==> src/rtl/mem_stage_pkg.sv <==
// mem_stage_pkg: shared types and constants for the memory pipeline stage.
//   state_e                      : IDLE / WAIT controller states
//   ALUR, ADD                    : opcode constants used by the pipeline
//   DEFAULT_DBITS                : default data/address width
//   DEFAULT_REG_INDEX_BIT_WIDTH  : default register index width
package mem_stage_pkg;

  typedef enum logic {
    IDLE = 1'b0,
    WAIT = 1'b1
  } state_e;

  localparam logic [3:0] ALUR = 4'b1100;
  localparam logic [3:0] ADD  = 4'b0111;

  localparam int unsigned DEFAULT_DBITS               = 32;
  localparam int unsigned DEFAULT_REG_INDEX_BIT_WIDTH = 4;

endpackage

==> src/rtl/mem_timeout_ctr.sv <==
// mem_timeout_ctr: counts cycles spent waiting on memory and flags expiry.
// Ports:
//   clk        rising-edge clock
//   reset      synchronous active-high reset
//   wait_i     controller is in WAIT this cycle
//   exit_i     controller leaves WAIT at the coming edge
//   expired_o  count has reached TIMEOUT_CYCLES
module mem_timeout_ctr #(
  parameter int unsigned TIMEOUT_CYCLES = 15
) (
  input  logic clk,
  input  logic reset,
  input  logic wait_i,
  input  logic exit_i,
  output logic expired_o
);

  localparam int unsigned CW = (TIMEOUT_CYCLES < 1) ? 1 : $clog2(TIMEOUT_CYCLES + 1);

  logic [CW-1:0] cnt_q, cnt_d;

  // Expiry forces a WAIT exit, so the count never needs to saturate.
  always_comb begin
    cnt_d = cnt_q;
    if (!wait_i || exit_i) begin
      cnt_d = '0;
    end else begin
      cnt_d = cnt_q + 1'b1;
    end
  end

  always_ff @(posedge clk) begin
    if (reset) begin
      cnt_q <= '0;
    end else begin
      cnt_q <= cnt_d;
    end
  end

  assign expired_o = (cnt_q == CW'(TIMEOUT_CYCLES));

endmodule

==> src/rtl/mem_stage.sv <==
// mem_stage: pipeline MEM stage. Issues loads/stores to a ready-handshaked
// memory, stalls upstream while the access is outstanding, and registers the
// write-back fields (ME_*).
// Optional feature macro: MEM_STAGE_TIMEOUT_EN -- abandon an access after
// TIMEOUT_CYCLES wait cycles, insert a bubble and raise sticky mem_err.
// Ports:
//   clk, reset                      clock / synchronous active-high reset
//   EX_*                            EX/ME pipeline register fields
//   mem_req/we/addr/wdata           memory request (outputs)
//   mem_rdata, mem_ready            memory response (inputs)
//   stall                           hold upstream stages
//   ME_result/rd/wrReg/func/op      registered write-back fields
//   mem_err                         sticky timeout flag
module mem_stage
  import mem_stage_pkg::*;
#(
  parameter int unsigned DBITS               = DEFAULT_DBITS,
  parameter int unsigned REG_INDEX_BIT_WIDTH = DEFAULT_REG_INDEX_BIT_WIDTH,
  parameter int unsigned TIMEOUT_CYCLES      = 15
) (
  input  logic                           clk,
  input  logic                           reset,
  input  logic [3:0]                     EX_func,
  input  logic [3:0]                     EX_op,
  input  logic [DBITS-1:0]               EX_regData2,
  input  logic [DBITS-1:0]               EX_intermediateResult,
  input  logic [REG_INDEX_BIT_WIDTH-1:0] EX_rs2,
  input  logic [REG_INDEX_BIT_WIDTH-1:0] EX_rd,
  input  logic                           EX_ME_mux_sel,
  input  logic                           EX_wrReg,
  input  logic                           EX_wrMem,
  output logic                           mem_req,
  output logic                           mem_we,
  output logic [DBITS-1:0]               mem_addr,
  output logic [DBITS-1:0]               mem_wdata,
  input  logic [DBITS-1:0]               mem_rdata,
  input  logic                           mem_ready,
  output logic                           stall,
  output logic [DBITS-1:0]               ME_result,
  output logic [REG_INDEX_BIT_WIDTH-1:0] ME_rd,
  output logic                           ME_wrReg,
  output logic [3:0]                     ME_func,
  output logic [3:0]                     ME_op,
  output logic                           mem_err
);

  if (TIMEOUT_CYCLES == 0) begin : g_bad_timeout
    $error("mem_stage: TIMEOUT_CYCLES must be at least 1");
  end

  state_e state_q, state_d;

  logic                           mem_op;
  logic                           is_load;
  logic                           timeout;
  logic                           bubble;
  logic [DBITS-1:0]               result_d;
  logic [DBITS-1:0]               me_result_q;
  logic [REG_INDEX_BIT_WIDTH-1:0] me_rd_q;
  logic                           me_wrreg_q;
  logic [3:0]                     me_func_q;
  logic [3:0]                     me_op_q;
  logic                           unused_rs2;

  assign unused_rs2 = ^EX_rs2;

  assign mem_op  = EX_wrMem | EX_ME_mux_sel;
  // Store takes priority when both store and load selects are set.
  assign is_load = EX_ME_mux_sel & ~EX_wrMem;

`ifdef MEM_STAGE_TIMEOUT_EN
  logic expired;
  logic mem_err_q;

  mem_timeout_ctr #(
    .TIMEOUT_CYCLES (TIMEOUT_CYCLES)
  ) u_timeout_ctr (
    .clk       (clk),
    .reset     (reset),
    .wait_i    (state_q == WAIT),
    .exit_i    (state_d == IDLE),
    .expired_o (expired)
  );

  // A response arriving on the expiry cycle still completes normally.
  assign timeout = (state_q == WAIT) && mem_op && !mem_ready && expired;

  always_ff @(posedge clk) begin
    if (reset) begin
      mem_err_q <= 1'b0;
    end else if (timeout) begin
      mem_err_q <= 1'b1;
    end
  end

  assign mem_err = mem_err_q;
`else
  assign timeout = 1'b0;
  assign mem_err = 1'b0;
`endif

  always_comb begin
    state_d   = state_q;
    mem_req   = 1'b0;
    mem_we    = 1'b0;
    mem_addr  = '0;
    mem_wdata = '0;
    stall     = 1'b0;
    bubble    = 1'b0;
    if (mem_op) begin
      if (timeout) begin
        bubble  = 1'b1;
        state_d = IDLE;
      end else begin
        mem_req   = 1'b1;
        mem_we    = EX_wrMem;
        mem_addr  = EX_intermediateResult;
        mem_wdata = EX_regData2;
        stall     = !mem_ready;
        state_d   = mem_ready ? IDLE : WAIT;
      end
    end else begin
      state_d = IDLE;
    end
  end

  assign result_d = is_load ? mem_rdata : EX_intermediateResult;

  always_ff @(posedge clk) begin
    if (reset) begin
      state_q     <= IDLE;
      me_result_q <= '0;
      me_rd_q     <= '0;
      me_wrreg_q  <= 1'b0;
      me_func_q   <= '0;
      me_op_q     <= '0;
    end else begin
      state_q <= state_d;
      if (!stall) begin
        if (bubble) begin
          me_result_q <= '0;
          me_rd_q     <= '0;
          me_wrreg_q  <= 1'b0;
          me_func_q   <= '0;
          me_op_q     <= '0;
        end else begin
          me_result_q <= result_d;
          me_rd_q     <= EX_rd;
          me_wrreg_q  <= EX_wrReg;
          me_func_q   <= EX_func;
          me_op_q     <= EX_op;
        end
      end
    end
  end

  assign ME_result = me_result_q;
  assign ME_rd     = me_rd_q;
  assign ME_wrReg  = me_wrreg_q;
  assign ME_func   = me_func_q;
  assign ME_op     = me_op_q;

endmodule

==> config.mk <==
export PLATFORM = sky130hd
export DESIGN_NAME = mem_stage
export DESIGN_NICKNAME = d
export VERILOG_FILES = /design/src/rtl/mem_stage_pkg.sv /design/src/rtl/mem_timeout_ctr.sv /design/src/rtl/mem_stage.sv
export SDC_FILE = /design/constraint.sdc
export NUM_CORES = 1
export LEC_CHECK = 0
export CAP_MARGIN = 20
export CORE_MARGIN = 2
export CORE_UTILIZATION = 33
export CTS_BUF_LIST = sky130_fd_sc_hd__clkbuf_2
export DETAILED_ROUTE_END_ITERATION = 8
export PLACE_DENSITY = 0.95
export SYNTH_ARGS = -nofsm -noshare
export SYNTH_HDL_FRONTEND = slang
export SYNTH_HIERARCHICAL = 1
export SYNTH_SLANG_ARGS = --single-unit
export TNS_END_PERCENT = 1
==> constraint.sdc <==
create_clock -name clk -period 1.46 [get_ports clk]
set_input_delay 0.292 -clock clk [delete_from_list [all_inputs] [get_ports clk]]
set_output_delay 0.292 -clock clk [all_outputs]
set_load 0.01 [all_outputs]
* Yosys cells after proc, flatten, opt, wreduce, memory -nomap -nowiden
Cells that the tools add are included.
Storage, ports and cells: latch bits 0, output and inout port bits 113, memories kept 0, word-level logic and storage cells 15, RAM bits 0, bits in registers 45, ROM bits 0, input port bits 118
Cells by class: magnitude comparators 0, equality and inequality tests 0, reduce and logical (&&, ||, !) cells 1, bitwise operators 3, mux-type cells 6, add/sub/neg operators 0, shift-type cells 0, $mul 0, divide/modulo/power cells 0
Operators by type and width (count):
- 32-bit 2-to-1 mux | 3
- 1-bit 2-to-1 mux | 3
- 1-bit AND | 1
- 1-bit logical NOT | 1
- 1-bit inverter | 1
- 1-bit OR | 1

* Longest topological paths before layout
Gate-level depths: netlist of run 1.
depth after elaboration 3, depth in mapped cells 6, mapped depth without buffers 4

* Worst setup path after synthesis of run 1
No wires, ideal clock.
path type input to output, start point in EX_ME_mux_sel, end point out mem_addr[10], slack 0.184 ns, required time 1.168 ns, arrival 0.984 ns, path buffers 2, stages on the path 4, path through or2_1 buf_2 buf_2 and2_1
Between the ends: cells in the longest elaborated chain, start to end 2
RTL lines:
- start, declared | RTL line mem_stage.sv:29 | input logic EX_ME_mux_sel,
- 1-bit OR | RTL line mem_stage.sv:67 | assign mem_op = EX_wrMem | EX_ME_mux_sel;
- 32-bit 2-to-1 mux | RTL line mem_stage.sv:110 | if (mem_op) begin
- end, declared | RTL line mem_stage.sv:34 | output logic [DBITS-1:0] mem_addr,
No other way between the ends.

* Worst setup path after layout of run 1
start point in EX_ME_mux_sel, end point out mem_wdata[27]
Between the ends: cells in the longest elaborated chain, start to end 2
RTL lines:
- 1-bit OR | RTL line mem_stage.sv:67
- 32-bit 2-to-1 mux | RTL line mem_stage.sv:110
- end, declared | RTL line mem_stage.sv:35 | output logic [DBITS-1:0] mem_wdata,
No other way between the ends.

==> flow_summary_export.csv, run 1 <==
group,metric,value,unit
power_and_ir_drop,p_per_area,667,nW/um^2
floorplan,rows,32,
clocking,cts_buffer_depth,2,
critical_path,critPathLaunchType,"input pin",
cells_and_area,drive_gt1_share,46.7,%
clocking,clkSlewWorstSetupHoldPaths,0.25,ns
cells_and_area,syn_to_final_growth,108,%
clocking,cts_root_buffer,"clkbuf_2",
drt,drc,0,
run_status,run_status,"finished with violations",
drt,wl,11.3,mm
drt,firstDrtPassIters,4,
timing,rsz0062_at_grt,"true",
hold_path,hold_depth,2,
critical_path,r2r_start,"ME_result[16]",
grt,grt_overflow,0,
power_and_ir_drop,leakage,2.46,nW
grt,antenna_found_initial,0,
grt,grt_use_total,23.9,%
critical_path,critPathArrivalTime,1.27,ns
place,place_congestion,0.737,
logic_synthesis,yosys_register_bits,45,
timing,min_period_over_period,107,%
critical_path,worst-r2r-setup-slack,0.71,ns
hold_path,hold-path-endpoint,"ME_result[18]",
clocking,htreeDepth,2,
critical_path,critPathKind,"input pin to primary output",
floorplan,core_region_area,7730,sq um
timing,fin_crit,1.56,ns
timing,clock_skew,0,ns
logic_synthesis,synth_area_per_cell,8.41,sq um
cells_and_area,fin_util,70.6,%
hold_path,hold_class,"input pin to flip-flop",
hold_path,hold_start,"reset",
drt,detail_route.iter0.violations,153,
floorplan,fp.dieH,93.2,um
run_status,violations,"negative setup slack",
timing,setup_viol,64,
floorplan,die_x,93.2,um
cells_and_area,ff_latch_area,942,sq um
power_and_ir_drop,peakVddDrop,0.465,mV
logic_synthesis,synth_fp_nets,430,
logic_synthesis,synth_cells,312,
floorplan,io_pins,231,
place,hpwl,7.71,mm
grt,grt_max_degree,46,
drt,vias,3247,
critical_path,reg2reg_to,"ME_result[16]",
run,maxCapViolCount,0,
timing,fmax,642,MHz
cells_and_area,nFillCells,574,
cells_and_area,nNetsFinal,684,
timing,hold_viol,0,
cells_and_area,antenna_cells,0,
logic_synthesis,yosysTopAreaCellShare,34.3,%
floorplan,initial_core_util,34.0,%
clocking,clk_latency,0.40,ns
cells_and_area,multi_input_area,1600,sq um
timing,worst_slew_pin_slew,0.580,ns
logic_synthesis,synth_area_leaders,"dfxtp_1, and2_1, a211oi_2",
clocking,cts_inserted_buffers,5,
timing,drv_slew,0,
critical_path,path_max_fanout,6,
logic_synthesis,yosysSeqAreaShare,34.3,%
logic_synthesis,synth_area_leader_cell,"dfxtp_1",
logic_synthesis,yosysWarnings,6,
grt,grt_pass1_vias,3246,
clocking,cts.sinks,45,
drt,wl_per_cell,16.9,um
drt,antenna_left,0,
place,pre_cts_ws,-0.724,ns
grt,grt_first_pass_wirelength,16.4,mm
place,io_buffer_count,225,
logic_synthesis,yosys.cell_types.count,23,
critical_path,end_kind,"primary output",
clocking,tritoncts,"yes",
timing,slew_headroom,61.3,%
critical_path,worst-r2r-cell-count,2,
logic_synthesis,synth_area,2630,sq um
drt,vias_per_cell,4.85,
critical_path,required,1.17,ns
floorplan,fp.dieArea,8680,sq um
timing,setup_ws,-0.0972,ns
==> critical path, stage by stage <==
cell and delay [ns]:
buf_6 0.09, or2_4 0.29, buf_8 0.16, clkbuf_16 0.17, and2_1 0.13, buf_2 0.13
==> power by group <==
part	switching [mW]	internal (mW)	leakage (nW)
clock network	0.420	0.301	0.0432
registers	0.0488	1.34	0.384
logic	0.624	0.903	2.03
==> through the flow <==
step                cell area [sq um]  hold slack, ns  total power [mW]  instances  setup TNS, ns
finish                           5460           0.272              3.64        669          -3.37
global route                     5460           0.244              3.80        669          -4.56
CTS                              5210           0.257              3.54        668          -3.89
detailed placement               5120           0.450              2.84        650         -67.60
global placement                 5120           0.438              2.80        650         -64.61
floorplan                        2630           0.432              1.97        312              0
==> registers in the layout, indices dropped and copies added (netlist names) <==
name,flops
ME_result,32
ME_func,4
ME_rd,4
ME_op,4
ME_wrReg,1
==> cell usage in the layout (no fill, tap or decap), types with 6 or more instances in the layout <==
cell and count:
and2_4 46, dlygate4sd2_1 45, dfxtp_1 12, dfxtp_2 33, clkbuf_2 6, a211oi_2 26
buf_4 37, nor2_1 32, nand2_1 58, a21oi_2 26, a211oi_1 6, and2_1 18
clkdlybuf4s50_1 111, buf_2 22, a21oi_1 19, buf_6 52
==> metal layers <==
layer  routed length [um]  vias to the layer above  global-route usage [%]
met1                 4310                     1537                    26.5
met2                 6020                      169                    46.3
met4                  180                        0                    6.62
met3                  800                       14                    4.43
met5                    0                        -                       0
li1                     -                     1527                       -
==> worst max-delay path by stage <==
stage / startpoint / end / slack [ns] / cells past startpoint
3_3_place_gp: EX_ME_mux_sel / mem_wdata[17] / -0.67 / 5
2_1_floorplan: EX_ME_mux_sel / mem_addr[10] / 0.18 / 4
5_1_grt: EX_ME_mux_sel / mem_addr[31] / -0.11 / 6
4_1_cts: EX_wrMem / mem_addr[11] / -0.14 / 7
6_report: EX_ME_mux_sel / mem_wdata[27] / -0.1 / 6
3_5_place_dp: EX_wrMem / mem_addr[1] / -0.72 / 5
==> layout make-up <==
cell class / count / area share, %
flip-flops and latches: 45 / 17.3
clock inverters: 2 / 0.711
repair buffers: 277 / 49.6
well taps: 102 / 2.34
clock buffers: 6 / 0.550
multi-input cells: 236 / 29.3
inverters: 1 / 0.298
==> cell families after synthesis <==
kind of cell	count (synthesis)	synth area share, %
compound gates	78	26.8
other cells	1	0.143
buf+inv	31	9.68
simple gates	157	29.0
flops	45	34.3
==> cell usage after synthesis (all sizes together) <==
master and instances:
a211oi 32, a21oi 45, and2 64, buf 23, clkbuf 7, clkinv 1, conb 1, dfxtp 45
nand2 58, nor2 32, nor2b 1, o21bai 1, or2 1, or2b 1
==> repair_timing <==
action / 4_1_cts / 5_1_grt
setup buffers: 5 / 1
gates resized for setup: 399 / 60
pin swaps: 21 / 24
endpoints found under the hold margin: 0 / 0
setup endpoints to repair: 149 / 67
cloned: 5 / 1
hold buffers: 0 / 0
No activity file was read; power rests on OpenSTA's default activity.
==> inputs of run 2 (changes only) <==
CORE_MARGIN = default   (was 2)
CTS_CLUSTER_SIZE = 20   (was default)
SKIP_CTS_REPAIR_TIMING = 1   (was default)
==> flow_summary_export.csv, run 2 (synthesis results as in run 1) <==
group,metric,value,unit
cells_and_area,fin_util,66.3,%
floorplan,rows,32,
critical_path,critPathLaunchType,"input pin",
critical_path,end_kind,"primary output",
drt,wl,10.9,mm
timing,drv_slew,0,
grt,grt_pass1_vias,3312,
timing,setup_viol,54,
cells_and_area,syn_to_final_growth,95.1,%
clocking,cts.sinks,45,
critical_path,required,1.17,ns
run_status,run_status,"finished with violations",
cells_and_area,layout_common_cells,"clkdlybuf4s50_1, clkbuf_2, and2_1, nand2_1, dlymetal6s2s_1",
timing,holdWs,0.243,ns
grt,grt_max_degree,54,
drt,detail_route.iter0.violations,71,
critical_path,startpoint,"EX_wrMem",
run,maxCapViolCount,0,
critical_path,path_max_fanout,13,
clocking,cts_inserted_buffers,5,
cells_and_area,final_common_cell,"clkdlybuf4s50_1",
critical_path,worst_path_max_delay_cell,"or2_4",
cells_and_area,antenna_cells,0,
floorplan,fp.dieArea,8320,sq um
critical_path,critPathKind,"input pin to primary output",
place,place_inst,653,
critical_path,cp-endpoint,"mem_addr[0]",
floorplan,io_pins,231,
floorplan,fp.dieH,91.2,um
timing,hold_viol,0,
timing,rsz0062_at_grt,"true",
place,place_congestion,0.828,
clocking,clk_latency,0.41,ns
drt,vias,3175,
place,place_area,5180,sq um
clocking,cts_root_buffer,"clkbuf_2",
critical_path,worst-r2r-setup-slack,0.72,ns
place,hpwl,8.06,mm
run_status,violations,"negative setup slack",
timing,fmax,610,MHz
critical_path,path_depth,6,
drt,firstDrtPassIters,4,
drt,vias_per_cell,4.79,
grt,grt_first_pass_wirelength,16.1,mm
place,io_buffer_count,225,
cells_and_area,drive_gt1_share,38.5,%
timing,setup_ws,-0.181,ns
critical_path,critPathArrivalTime,1.35,ns
critical_path,crit_buf_inv,4,
power_and_ir_drop,leakage,2.73,nW
timing,min_period_over_period,112,%
timing,fin_crit,1.64,ns
grt,antenna_found_initial,0,
clocking,tritoncts,"yes",
clocking,cts_buffer_depth,2,
drt,antenna_left,0,
timing,tns,-3.42,ns
clocking,clkSlewWorstSetupHoldPaths,0.24,ns
floorplan,die_x,91.2,um
cells_and_area,fin_cells,663,
critical_path,worst-r2r-cell-count,2,
clocking,htreeDepth,2,
drt,wl_per_cell,16.4,um
hold_path,hold_depth,2,
critical_path,cp_cell_sequence,"dlymetal6s2s_1, or2_4, buf_4, clkbuf_16, and2_1, clkbuf_2",
grt,grt_use_total,24.4,%
floorplan,core_region_area,7730,sq um
cells_and_area,nNetsFinal,679,
power_and_ir_drop,peakVddDrop,0.528,mV
floorplan,initial_core_util,34.0,%
drt,drc,0,
critical_path,slowest_delay,0.30,ns
hold_path,hold_class,"input pin to flip-flop",
cells_and_area,design_area,5120,sq um
critical_path,path_delay_family,"buffers and inverters",
power_and_ir_drop,p_per_area,640,nW/um^2
cells_and_area,largest_reg_flops,32,
grt,grt_overflow,0,
timing,clock_skew,0,ns
critical_path,r2r_start,"ME_result[26]",
critical_path,reg2reg_to,"ME_result[26]",
-- run 2: changes by cell type in the layout (fill, tap and decap cells not counted), sizes merged --
cell / before / now
clkbuf: 7 / 72
buf: 120 / 47
clkinvlp: 0 / 1
dlymetal6s2s: 0 / 47
dlygate4sd2: 45 / 0
bufinv: 1 / 0
-- run 2: cell type report --
cell class                      instances  area [sq um]
Multi-Input combinational cell        236          1490
Inverter                                1          16.3
Clock buffer                            5          25.0
Fill cell                             595          2610
Sequential cell                        45           948
Timing Repair Buffer                  272          2510
Tap cell                              102           128
Clock inverter                          2          11.3
-- run 2: metal layers --
layer  global-route usage (%)  wire length, um  vias to the layer above
met2                     47.6             5600                      157
met4                     7.01              269                        0
li1                         -                -                     1512
met5                        0                0                        -
met3                     4.77              698                       24
met1                     26.2             4310                     1482
-- run 2: power breakdown --
group	internal (mW)	switching, mW	leakage, nW
clock	0.103	0.428	0.0225
combinational	0.766	0.590	2.33
sequential	1.34	0.0474	0.385
-- run 2: worst min path at each step --
stage | startpoint | end | slack [ns]
finish | reset | ME_result[29] | 0.24
global route | reset | ME_result[28] | 0.24
CTS | reset | ME_result[28] | 0.23
detailed placement | ME_func[3] | ME_func[3] | 0.45
global placement | ME_op[0] | ME_op[0] | 0.44
floorplan | EX_func[0] | ME_func[0] | 0.43
-- run 2: worst reg2reg max path, stage by stage, from the launching register on --
cell	delay (ns)
dfxtp_2	0.38
nor2_1	0.04
a211oi_1	0.24
-- run 2: metrics by stage --
step	worst slack [ns]	power, mW
2_1_floorplan	0.184	1.97
3_3_place_gp	-0.723	2.82
3_5_place_dp	-0.752	2.87
4_1_cts	-0.753	3.39
5_1_grt	-0.197	3.44
6_report	-0.181	3.28
==> inputs of run 3 (changes only) <==
CELL_PAD_IN_SITES_DETAIL_PLACEMENT = 1   (was default)
CELL_PAD_IN_SITES_GLOBAL_PLACEMENT = 1   (was default)
CORE_UTILIZATION = 21   (was 33)
PLACE_DENSITY = 0.93   (was 0.95)
==> flow_summary_export.csv, run 3 (synthesis results as in run 1) <==
group,metric,value,unit
run_status,run_status,"finished with violations",
run_status,violations,"negative setup slack",
power_and_ir_drop,peakVddDrop,0.254,mV
grt,grt_use_total,17.6,%
clocking,tritoncts,"yes",
clocking,cts_buffer_depth,2,
drt,wl,12.3,mm
critical_path,end_kind,"primary output",
hold_path,hold_class,"input pin to flip-flop",
floorplan,initial_core_util,21.7,%
grt,grt_first_pass_wirelength,18.1,mm
critical_path,required,1.17,ns
clocking,clkSlewWorstSetupHoldPaths,0.26,ns
timing,rsz0062_at_grt,"true",
drt,drc,0,
grt,antenna_found_initial,0,
place,hpwl,8.99,mm
timing,setup_ws,-0.180,ns
timing,hold_viol,0,
timing,clock_skew,0,ns
drt,firstDrtPassIters,4,
clocking,cts.sinks,45,
drt,wl_per_cell,16.7,um
timing,min_period_over_period,112,%
cells_and_area,syn_to_final_growth,102,%
critical_path,cp_cell_sequence,"clkdlybuf4s50_1",
place,io_buffer_count,225,
power_and_ir_drop,leakage,2.79,nW
clocking,cts_root_buffer,"clkbuf_2",
cells_and_area,layout_common_cells,"clkdlybuf4s50_1, clkbuf_2, and2_1, nand2_1, dlymetal6s2s_1",
drt,vias_per_cell,4.40,
drt,antenna_left,0,
floorplan,fp.dieArea,13000,sq um
floorplan,fp.dieH,114,um
critical_path,worst_path_max_delay_cell,"clkdlybuf4s50_1",
cells_and_area,final_common_cell,"clkdlybuf4s50_1",
critical_path,crit_buf_inv,1,
timing,drv_slew,0,
run,maxCapViolCount,0,
critical_path,critPathArrivalTime,1.35,ns
cells_and_area,ff_latch_area,953,sq um
floorplan,rows,40,
floorplan,io_pins,231,
cells_and_area,fin_util,43.8,%
cells_and_area,multi_input_area,1490,sq um
timing,fmax,610,MHz
critical_path,path_delay_family,"buffers and inverters",
clocking,htreeDepth,2,
clocking,cts_inserted_buffers,5,
timing,tns,-6.46,ns
cells_and_area,drive_gt1_share,40.7,%
critical_path,critPathKind,"flip-flop to primary output",
timing,fin_crit,1.64,ns
grt,grt_pass1_vias,3681,
critical_path,path_max_fanout,2,
grt,grt_max_degree,54,
grt,grt_overflow,0,
drt,detail_route.iter0.violations,153,
power_and_ir_drop,p_per_area,629,nW/um^2
cells_and_area,antenna_cells,0,
cells_and_area,fin_cells,740,
floorplan,core_region_area,12100,sq um
critical_path,critPathLaunchType,"flip-flop",
timing,setup_viol,57,
cells_and_area,largest_reg_flops,32,
place,place_inst,721,
critical_path,slowest_delay,0.54,ns
cells_and_area,nNetsFinal,689,
drt,vias,3253,
place,place_congestion,0.742,
cells_and_area,nFillCells,1441,
clocking,clk_latency,0.41,ns
floorplan,die_x,114,um
-- run 3: changes by cell type in the layout (fill, tap and decap cells not counted), sizes merged --
| cell | change |
|---|---|
| clkbuf | -2 |
| clkdlybuf4s50 | +1 |
| buf | +12 |
| dlymetal6s2s | -1 |
| clkinv | +2 |
| clkinvlp | -1 |
-- run 3: per-stage QoR --
stage                     cell area (sq um)  hold slack [ns]  setup slack (ns)  power (mW)
after floorplan                        2630            0.432             0.184        1.97
after global placement                 5260            0.439            -0.674        2.83
after detailed placement               5260            0.457            -0.757        2.89
after CTS                              5310            0.287            -0.761        3.48
after global routing                   5310            0.267            -0.277        3.56
final                                  5310            0.319            -0.180        3.34
-- run 3: routing by layer --
layer | track usage [%] | wire (um)
met1 | 17.6 | 4780
met2 | 35.0 | 6600
met3 | 3.72 | 678
met4 | 7.01 | 280
met5 | 0 | 0
-- run 3: path summary, 6_finish.rpt --
kind	cells after the start	startpoint	end	slack (ns)
setup / recovery	1	ME_result[7]	ME_result[7]	-0.18
hold / removal	3	reset	ME_result[17]	0.32
setup reg to reg	2	ME_result[12]	ME_result[12]	0.73
hold reg to reg	2	ME_func[1]	ME_func[1]	0.47
-- run 3: layout make-up --
type                    count  share of cell area [%]
multi-input cells         236                    28.1
inverters                   1                   0.306
flip-flops and latches     45                    18.0
clock buffers               5                   0.471
clock inverters             3                   0.330
repair buffers            282                    48.9
well taps                 168                    3.96
-- run 3: power by group --
| part | switching [mW] | internal [mW] |
|---|---|---|
| combinational | 0.604 | 0.791 |
| sequential | 0.0491 | 1.34 |
| clock | 0.441 | 0.114 |
| total | 1.09 | 2.25 |
